**config.mk**
```make
export PLATFORM = sky130hd
export DESIGN_NAME = bus_master_port
export DESIGN_NICKNAME = d
export VERILOG_FILES = /design/src/rtl/bus_pkg.sv /design/src/rtl/bus_shift_reg.sv /design/src/rtl/bus_master_port.sv
export SDC_FILE = /design/constraint.sdc
export NUM_CORES = 1
export LEC_CHECK = 0
export ABC_AREA = 1
export BUFFER_PORTS_ARGS = -buffer_cell sky130_fd_sc_hd__buf_4
export CAP_MARGIN = 20
export CORE_ASPECT_RATIO = 2
export CORE_MARGIN = 10
export CORE_UTILIZATION = 54
export DETAILED_ROUTE_END_ITERATION = 7
export PLACE_DENSITY = 0.79
export SYNTH_ARGS = -nofsm -noshare
export SYNTH_HDL_FRONTEND = slang
export SYNTH_SLANG_ARGS = --single-unit
```
**constraint.sdc**
```tcl
create_clock -name clk -period 1.9 [get_ports clk]
set_clock_uncertainty 0.05 [all_clocks]
set_input_delay 0.19 -clock clk [delete_from_list [all_inputs] [get_ports clk]]
set_output_delay 0.19 -clock clk [all_outputs]
set_load 0.01 [all_outputs]
```
**src/rtl/bus_pkg.sv**
```systemverilog
// Shared definitions for the serial bus: master FSM states, mode encoding
// and the default acknowledge timeout.
package bus_pkg;

  typedef enum logic [2:0] {
    ST_IDLE,
    ST_REQ,
    ST_ADDR,
    ST_WAIT_ACK,
    ST_WDATA,
    ST_RDATA,
    ST_DONE
  } mst_state_e;

  localparam int ACK_TIMEOUT_DEF = 15;

  localparam logic MODE_READ  = 1'b0;
  localparam logic MODE_WRITE = 1'b1;

endpackage

```
**src/rtl/bus_shift_reg.sv**
```systemverilog
// LSB-first shift register with parallel load and a count of bits shifted
// since the last load.
module bus_shift_reg #(
  parameter int WIDTH = 8,
  parameter int CNT_W = $clog2(WIDTH + 2)
) (
  input  logic             clk,
  input  logic             rst,
  input  logic             load,
  input  logic [WIDTH-1:0] load_data,
  input  logic             shift_en,
  input  logic             sin,
  output logic [WIDTH-1:0] q,
  output logic [CNT_W-1:0] cnt
);

  always_ff @(posedge clk) begin
    if (rst) begin
      q   <= '0;
      cnt <= '0;
    end else if (load) begin
      q   <= load_data;
      cnt <= '0;
    end else if (shift_en) begin
      q   <= {sin, q[WIDTH-1:1]};
      cnt <= cnt + CNT_W'(1);
    end
  end

endmodule

```
**src/rtl/bus_master_port.sv**
```systemverilog
// Initiator port of the serial bus: one parallel transaction in, serial
// address/data on the shared bus, one-cycle response out.
// Optional even-parity bits are enabled with `define BUS_MASTER_PARITY_EN.
module bus_master_port
  import bus_pkg::*;
#(
  parameter int ADDR_WIDTH  = 16,
  parameter int DATA_WIDTH  = 8,
  parameter int ACK_TIMEOUT = ACK_TIMEOUT_DEF
) (
  input  logic                  clk,
  input  logic                  rst,
  input  logic                  txn_valid_i,
  output logic                  txn_ready_o,
  input  logic                  txn_write_i,
  input  logic [ADDR_WIDTH-1:0] txn_addr_i,
  input  logic [DATA_WIDTH-1:0] txn_wdata_i,
  output logic                  rsp_valid_o,
  output logic                  rsp_err_o,
  output logic [DATA_WIDTH-1:0] rsp_rdata_o,
  output logic                  bus_req_o,
  input  logic                  bus_grant_i,
  output logic                  bus_mode_o,
  output logic                  bus_mvalid_o,
  output logic                  bus_mout_o,
  input  logic                  bus_ack_i,
  input  logic                  bus_svalid_i,
  input  logic                  bus_sin_i
);

  localparam int TO_W   = $clog2(ACK_TIMEOUT + 1);
  localparam int ACNT_W = $clog2(ADDR_WIDTH + 2);
  localparam int DCNT_W = $clog2(DATA_WIDTH + 2);
`ifdef BUS_MASTER_PARITY_EN
  localparam int PAR_BITS = 1;
  localparam logic [ACNT_W-1:0] ADDR_FULL = ACNT_W'(ADDR_WIDTH);
  localparam logic [DCNT_W-1:0] DATA_FULL = DCNT_W'(DATA_WIDTH);
`else
  localparam int PAR_BITS = 0;
`endif
  localparam logic [ACNT_W-1:0] ADDR_LAST = ACNT_W'(ADDR_WIDTH - 1 + PAR_BITS);
  localparam logic [DCNT_W-1:0] DATA_LAST = DCNT_W'(DATA_WIDTH - 1 + PAR_BITS);
  localparam logic [TO_W-1:0]   TO_LAST   = TO_W'(ACK_TIMEOUT - 1);

  mst_state_e state_q, state_d;
  logic              write_q;
  logic              err_q, err_d;
  logic [TO_W-1:0]   to_cnt_q, to_cnt_d;
  logic              accept, addr_shift, data_shift, data_sin;
  logic              addr_bit, data_bit;
  logic [ADDR_WIDTH-1:0] addr_q;
  logic [ACNT_W-1:0]     addr_cnt;
  logic [DATA_WIDTH-1:0] data_q;
  logic [DCNT_W-1:0]     data_cnt;

  // Outgoing words rotate so the original value (and its parity) survives the shift.
  bus_shift_reg #(.WIDTH(ADDR_WIDTH), .CNT_W(ACNT_W)) u_addr_sr (
    .clk(clk), .rst(rst), .load(accept), .load_data(txn_addr_i),
    .shift_en(addr_shift), .sin(addr_q[0]), .q(addr_q), .cnt(addr_cnt)
  );

  bus_shift_reg #(.WIDTH(DATA_WIDTH), .CNT_W(DCNT_W)) u_data_sr (
    .clk(clk), .rst(rst), .load(accept), .load_data(txn_wdata_i),
    .shift_en(data_shift), .sin(data_sin), .q(data_q), .cnt(data_cnt)
  );

`ifdef BUS_MASTER_PARITY_EN
  assign addr_bit = (addr_cnt == ADDR_FULL) ? ^addr_q : addr_q[0];
  assign data_bit = (data_cnt == DATA_FULL) ? ^data_q : data_q[0];
`else
  logic addr_hi_unused;
  assign addr_hi_unused = ^addr_q[ADDR_WIDTH-1:1];
  assign addr_bit = addr_q[0];
  assign data_bit = data_q[0];
`endif

  always_ff @(posedge clk) begin
    if (rst) begin
      state_q  <= ST_IDLE;
      write_q  <= MODE_READ;
      err_q    <= 1'b0;
      to_cnt_q <= '0;
    end else begin
      state_q  <= state_d;
      err_q    <= err_d;
      to_cnt_q <= to_cnt_d;
      if (accept) write_q <= txn_write_i;
    end
  end

  always_comb begin
    state_d      = state_q;
    err_d        = err_q;
    to_cnt_d     = '0;
    accept       = 1'b0;
    addr_shift   = 1'b0;
    data_shift   = 1'b0;
    data_sin     = data_q[0];
    txn_ready_o  = 1'b0;
    rsp_valid_o  = 1'b0;
    rsp_err_o    = 1'b0;
    rsp_rdata_o  = '0;
    bus_req_o    = 1'b0;
    bus_mode_o   = MODE_READ;
    bus_mvalid_o = 1'b0;
    bus_mout_o   = 1'b0;
    case (state_q)
      ST_IDLE: begin
        txn_ready_o = 1'b1;
        if (txn_valid_i) begin
          accept  = 1'b1;
          err_d   = 1'b0;
          state_d = ST_REQ;
        end
      end
      ST_REQ: begin
        bus_req_o = 1'b1;
        if (bus_grant_i) state_d = ST_ADDR;
      end
      ST_ADDR: begin
        bus_req_o  = 1'b1;
        bus_mode_o = write_q;
        if (!bus_grant_i) begin
          err_d   = 1'b1;
          state_d = ST_DONE;
        end else begin
          bus_mvalid_o = 1'b1;
          bus_mout_o   = addr_bit;
          addr_shift   = 1'b1;
          if (addr_cnt == ADDR_LAST) state_d = ST_WAIT_ACK;
        end
      end
      ST_WAIT_ACK: begin
        bus_req_o  = 1'b1;
        bus_mode_o = write_q;
        if (!bus_grant_i) begin
          err_d   = 1'b1;
          state_d = ST_DONE;
        end else if (bus_ack_i) begin
          state_d = (write_q == MODE_WRITE) ? ST_WDATA : ST_RDATA;
        end else if (to_cnt_q == TO_LAST) begin
          err_d   = 1'b1;
          state_d = ST_DONE;
        end else begin
          to_cnt_d = to_cnt_q + TO_W'(1);
        end
      end
      ST_WDATA: begin
        bus_req_o  = 1'b1;
        bus_mode_o = write_q;
        if (!bus_grant_i) begin
          err_d   = 1'b1;
          state_d = ST_DONE;
        end else begin
          bus_mvalid_o = 1'b1;
          bus_mout_o   = data_bit;
          data_shift   = 1'b1;
          if (data_cnt == DATA_LAST) state_d = ST_DONE;
        end
      end
      ST_RDATA: begin
        bus_req_o  = 1'b1;
        bus_mode_o = write_q;
        data_sin   = bus_sin_i;
        if (!bus_grant_i) begin
          err_d   = 1'b1;
          state_d = ST_DONE;
        end else if (bus_svalid_i) begin
`ifdef BUS_MASTER_PARITY_EN
          if (data_cnt == DATA_FULL) begin
            if (bus_sin_i != ^data_q) err_d = 1'b1;
            state_d = ST_DONE;
          end else begin
            data_shift = 1'b1;
          end
`else
          data_shift = 1'b1;
          if (data_cnt == DATA_LAST) state_d = ST_DONE;
`endif
        end else if (to_cnt_q == TO_LAST) begin
          err_d   = 1'b1;
          state_d = ST_DONE;
        end else begin
          to_cnt_d = to_cnt_q + TO_W'(1);
        end
      end
      ST_DONE: begin
        rsp_valid_o = 1'b1;
        rsp_err_o   = err_q;
        rsp_rdata_o = (err_q || write_q == MODE_WRITE) ? '0 : data_q;
        state_d     = ST_IDLE;
      end
      default: state_d = ST_IDLE;
    endcase
  end

endmodule

```
==> flow_summary.yaml <==
status:
  status: "complete, no violations"
layout:
  design_area_um2: 2730
  final_nets: 411
  final_cell_mix: "72 x nand2_1, 49 x buf_4, 39 x dfxtp_1, 37 x a21oi_1, 31 x inv_1"
  drive_above_1_share: 0.211
  antennaDiodeCount: 0
  final_common_cell: "nand2_1"
  area_growth_syn_to_layout_pct: 19.3
setup_path:
  critPathKind: "register to output pin"
  r2r_cells: 9
  cp-end-kind: "output pin"
  reg2reg_to: "u_addr_sr.q[12]$_SDFFE_PP0P_"
  path_delay_family: "simple AND/OR/NAND/NOR gates"
  worstPathMaxFanout: 5
  path_cells: "buf_6 -> nor2_8 -> nand2_1 -> nand2_1 -> nand2_1 -> inv_1 -> nand2_1 -> inv_1 -> buf_4"
  cp_data_arrival_time_ns: 1.55
  cp_num_buf_inv: 4
  required_ns: 1.66
  ff2ff_setup_slack_ns: 0.25
  critPathMostFrequentCell: "nand2_1"
  slowest_stage: "dfxtp_2"
  rr_startpoint: "state_q[1]$_SDFFE_PP0P_"
  max_stage_delay_ns: 0.35
  startpoint_type: "register"
drt:
  drt-initial-drc-count: 101
  route.detailed.drc: 0
  vias_per_cell: 5.37
  wl_per_cell_um: 13.8
  routed_wl_mm: 5.91
  drtAntennaViolNets: 0
  dr.pass1.iters: 4
  via_count: 2294
clock_tree:
  numCtsBuffers: 5
  clockBufferDepth: 2
  cts_tree: "yes"
  clk_pin_slew_ns: 0.09
  ctsHtreeMaxLevel: 2
  clk_latency_ns: 0.29
  root_buffer: "clkbuf_8"
  cts.sinks: 42
floorplanning:
  initial_utilization: 0.560
  die_area_um2: 7400
  die_width_um: 66.0
  pin_count: 47
  fp.dieH_um: 112
  placementRows: 33
  core-area_um2: 4090
global_route:
  grt_start_max_net_pins: 29
  grt_use_total: 0.161
  antenna_found_initial: 0
  grt_pass1_wl_mm: 9.76
  grt_pass1_vias: 2264
  grt_overflow: 0
logic_synthesis:
  syn_area_um2: 2290
  ys_warn_count: 0
  syn_avg_cell_area_um2: 6.93
  yosysSeqAreaShare: 0.368
  netlist_instances: 330
  syn_nets: 367
  synth_cell_type_count: 31
  ys_seq_elements: 42
placed_design:
  place.port_buffers: 46
  dpl_cell_area_um2: 2630
  dp_slack_ns: 0.162
  place.gp.congestion: 0.953
  dp_hpwl_mm: 4.72
sta:
  layout_setup_ws_ns: 0.112
  post-route-period-util: 0.941
  timing.fmax_ghz: 0.559
  period_minus_slack_ns: 1.79
  timing.final.hold_violations: 0
  worst_slew_pin_slew_ns: 0.408
  finalSetupViolCount: 0
  max_slew_margin: 0.728
  slew_violations: 0
power:
  total_power_w: 0.00352
  pwr_density_cell_nw_per_um2: 1290
  power.ir.vdd_worst_mv: 0.995
  power_leakage_nw: 1.21
flow_run:
  drv_cap: 0
worst_hold_path:
  hold_start: "txn_addr_i[4]"
  worstHoldPathCells: 3
  hold_class: "primary input to register"
  min_to: "u_addr_sr.q[4]$_SDFFE_PP0P_"
-- how the worst max path moves through the flow --
stage,startpoint,to,slack (ns),depth (start not counted)
after floorplan,state_q[1]$_SDFFE_PP0P_,rsp_rdata_o[0],0.41,5
after global placement,state_q[0]$_SDFFE_PP0P_,u_data_sr.q[7]$_SDFFE_PP0P_,0.22,7
after detailed placement,state_q[0]$_SDFFE_PP0P_,u_addr_sr.q[11]$_SDFFE_PP0P_,0.16,8
after CTS,state_q[2]$_SDFFE_PP0P_,rsp_rdata_o[1],0.02,5
after global routing,state_q[1]$_SDFFE_PP0P_,bus_mout_o,-0.005,9
final,state_q[1]$_SDFFE_PP0P_,bus_mout_o,0.11,9
-- metal layers --
| metal | part of all wire | global-route usage |
|---|---|---|
| met5 | 0 | 0 |
| met4 | 0.035 | 0.0914 |
| met3 | 0.041 | 0.0359 |
| met2 | 0.55 | 0.289 |
| met1 | 0.37 | 0.160 |
-- cells by family after synthesis --
| logic type | Yosys count | share of synthesized area |
|---|---|---|
| adders and majority gates | 5 | 0.0274 |
| and+or+nand+nor | 147 | 0.295 |
| buffers and inverters | 48 | 0.102 |
| AOI/OAI and AO/OA | 86 | 0.201 |
| DFF | 42 | 0.368 |
| xor gates and xnor gates | 2 | 0.00766 |
-- where the power goes --
| group | internal (W) | leakage, nW | switching [W] |
|---|---|---|---|
| sequential | 0.00112 | 0.345 | 0.000180 |
| clock | 0.000258 | 0.0441 | 0.000315 |
| combinational | 0.000605 | 0.818 | 0.00104 |
-- synth_stat cells, drive strengths merged --
cell / instances / share of area
o21ai: 35 / 0.077
xor2: 1 / 0.0038
o21bai: 5 / 0.016
nand4: 2 / 0.0055
nor2: 34 / 0.074
nor3: 8 / 0.020
clkbuf: 1 / 0.0016
a21oi: 37 / 0.081
inv: 35 / 0.059
o211ai: 3 / 0.0098
xnor2: 1 / 0.0038
a31oi: 5 / 0.014
ha: 5 / 0.027
nand2: 78 / 0.14
nand3: 25 / 0.057
dfxtp: 42 / 0.37
a211oi: 1 / 0.0033
buf: 12 / 0.042
-- sequential cells by signal, indices dropped and copies added, names as in the netlist --
name and cells:
err_q 1, state_q 3, to_cnt_q 4, u_addr_sr.cnt 5
u_addr_sr.q 16, u_data_sr.cnt 4, u_data_sr.q 8, write_q 1
-- worst register-to-register path, delay by kind of cell, from the launching register on --
family                 cells  cell delay, ns
AND/OR/NAND/NOR            5            0.63
buffers and inverters      3            0.40
flip-flops                 1            0.37
AO/OA/AOI/OAI              1            0.13
-- area by class of cell --
type,count,area [um2]
multi-input cells,240,1220
repair buffers,50,379
flip-flops and latches,42,845
clock buffers,5,68.8
well taps,52,65.1
clock inverters,3,21.3
fillers,387,1360
inverters,35,134
-- stage by stage --
stage | TNS (ns) | utilization | hold WS [ns] | std cells
2_1_floorplan | 0 | - | 0.209 | 330
3_3_place_gp | 0 | 0.643 | 0.391 | 419
3_5_place_dp | 0 | 0.643 | 0.406 | 419
4_1_cts | 0 | 0.665 | 0.0892 | 427
5_1_grt | -0.00529 | 0.668 | 0.106 | 427
6_report | 0 | 0.668 | 0.0934 | 427
-- timing repair --
item | in CTS | in global routing
cloned | 0 | 0
buffers inserted | 0 | 0
gates resized for setup | 1 | 4
setup endpoints to repair | 2 | 15
hold buffers | 0 | 0
Power figures use the tool's default switching activity.
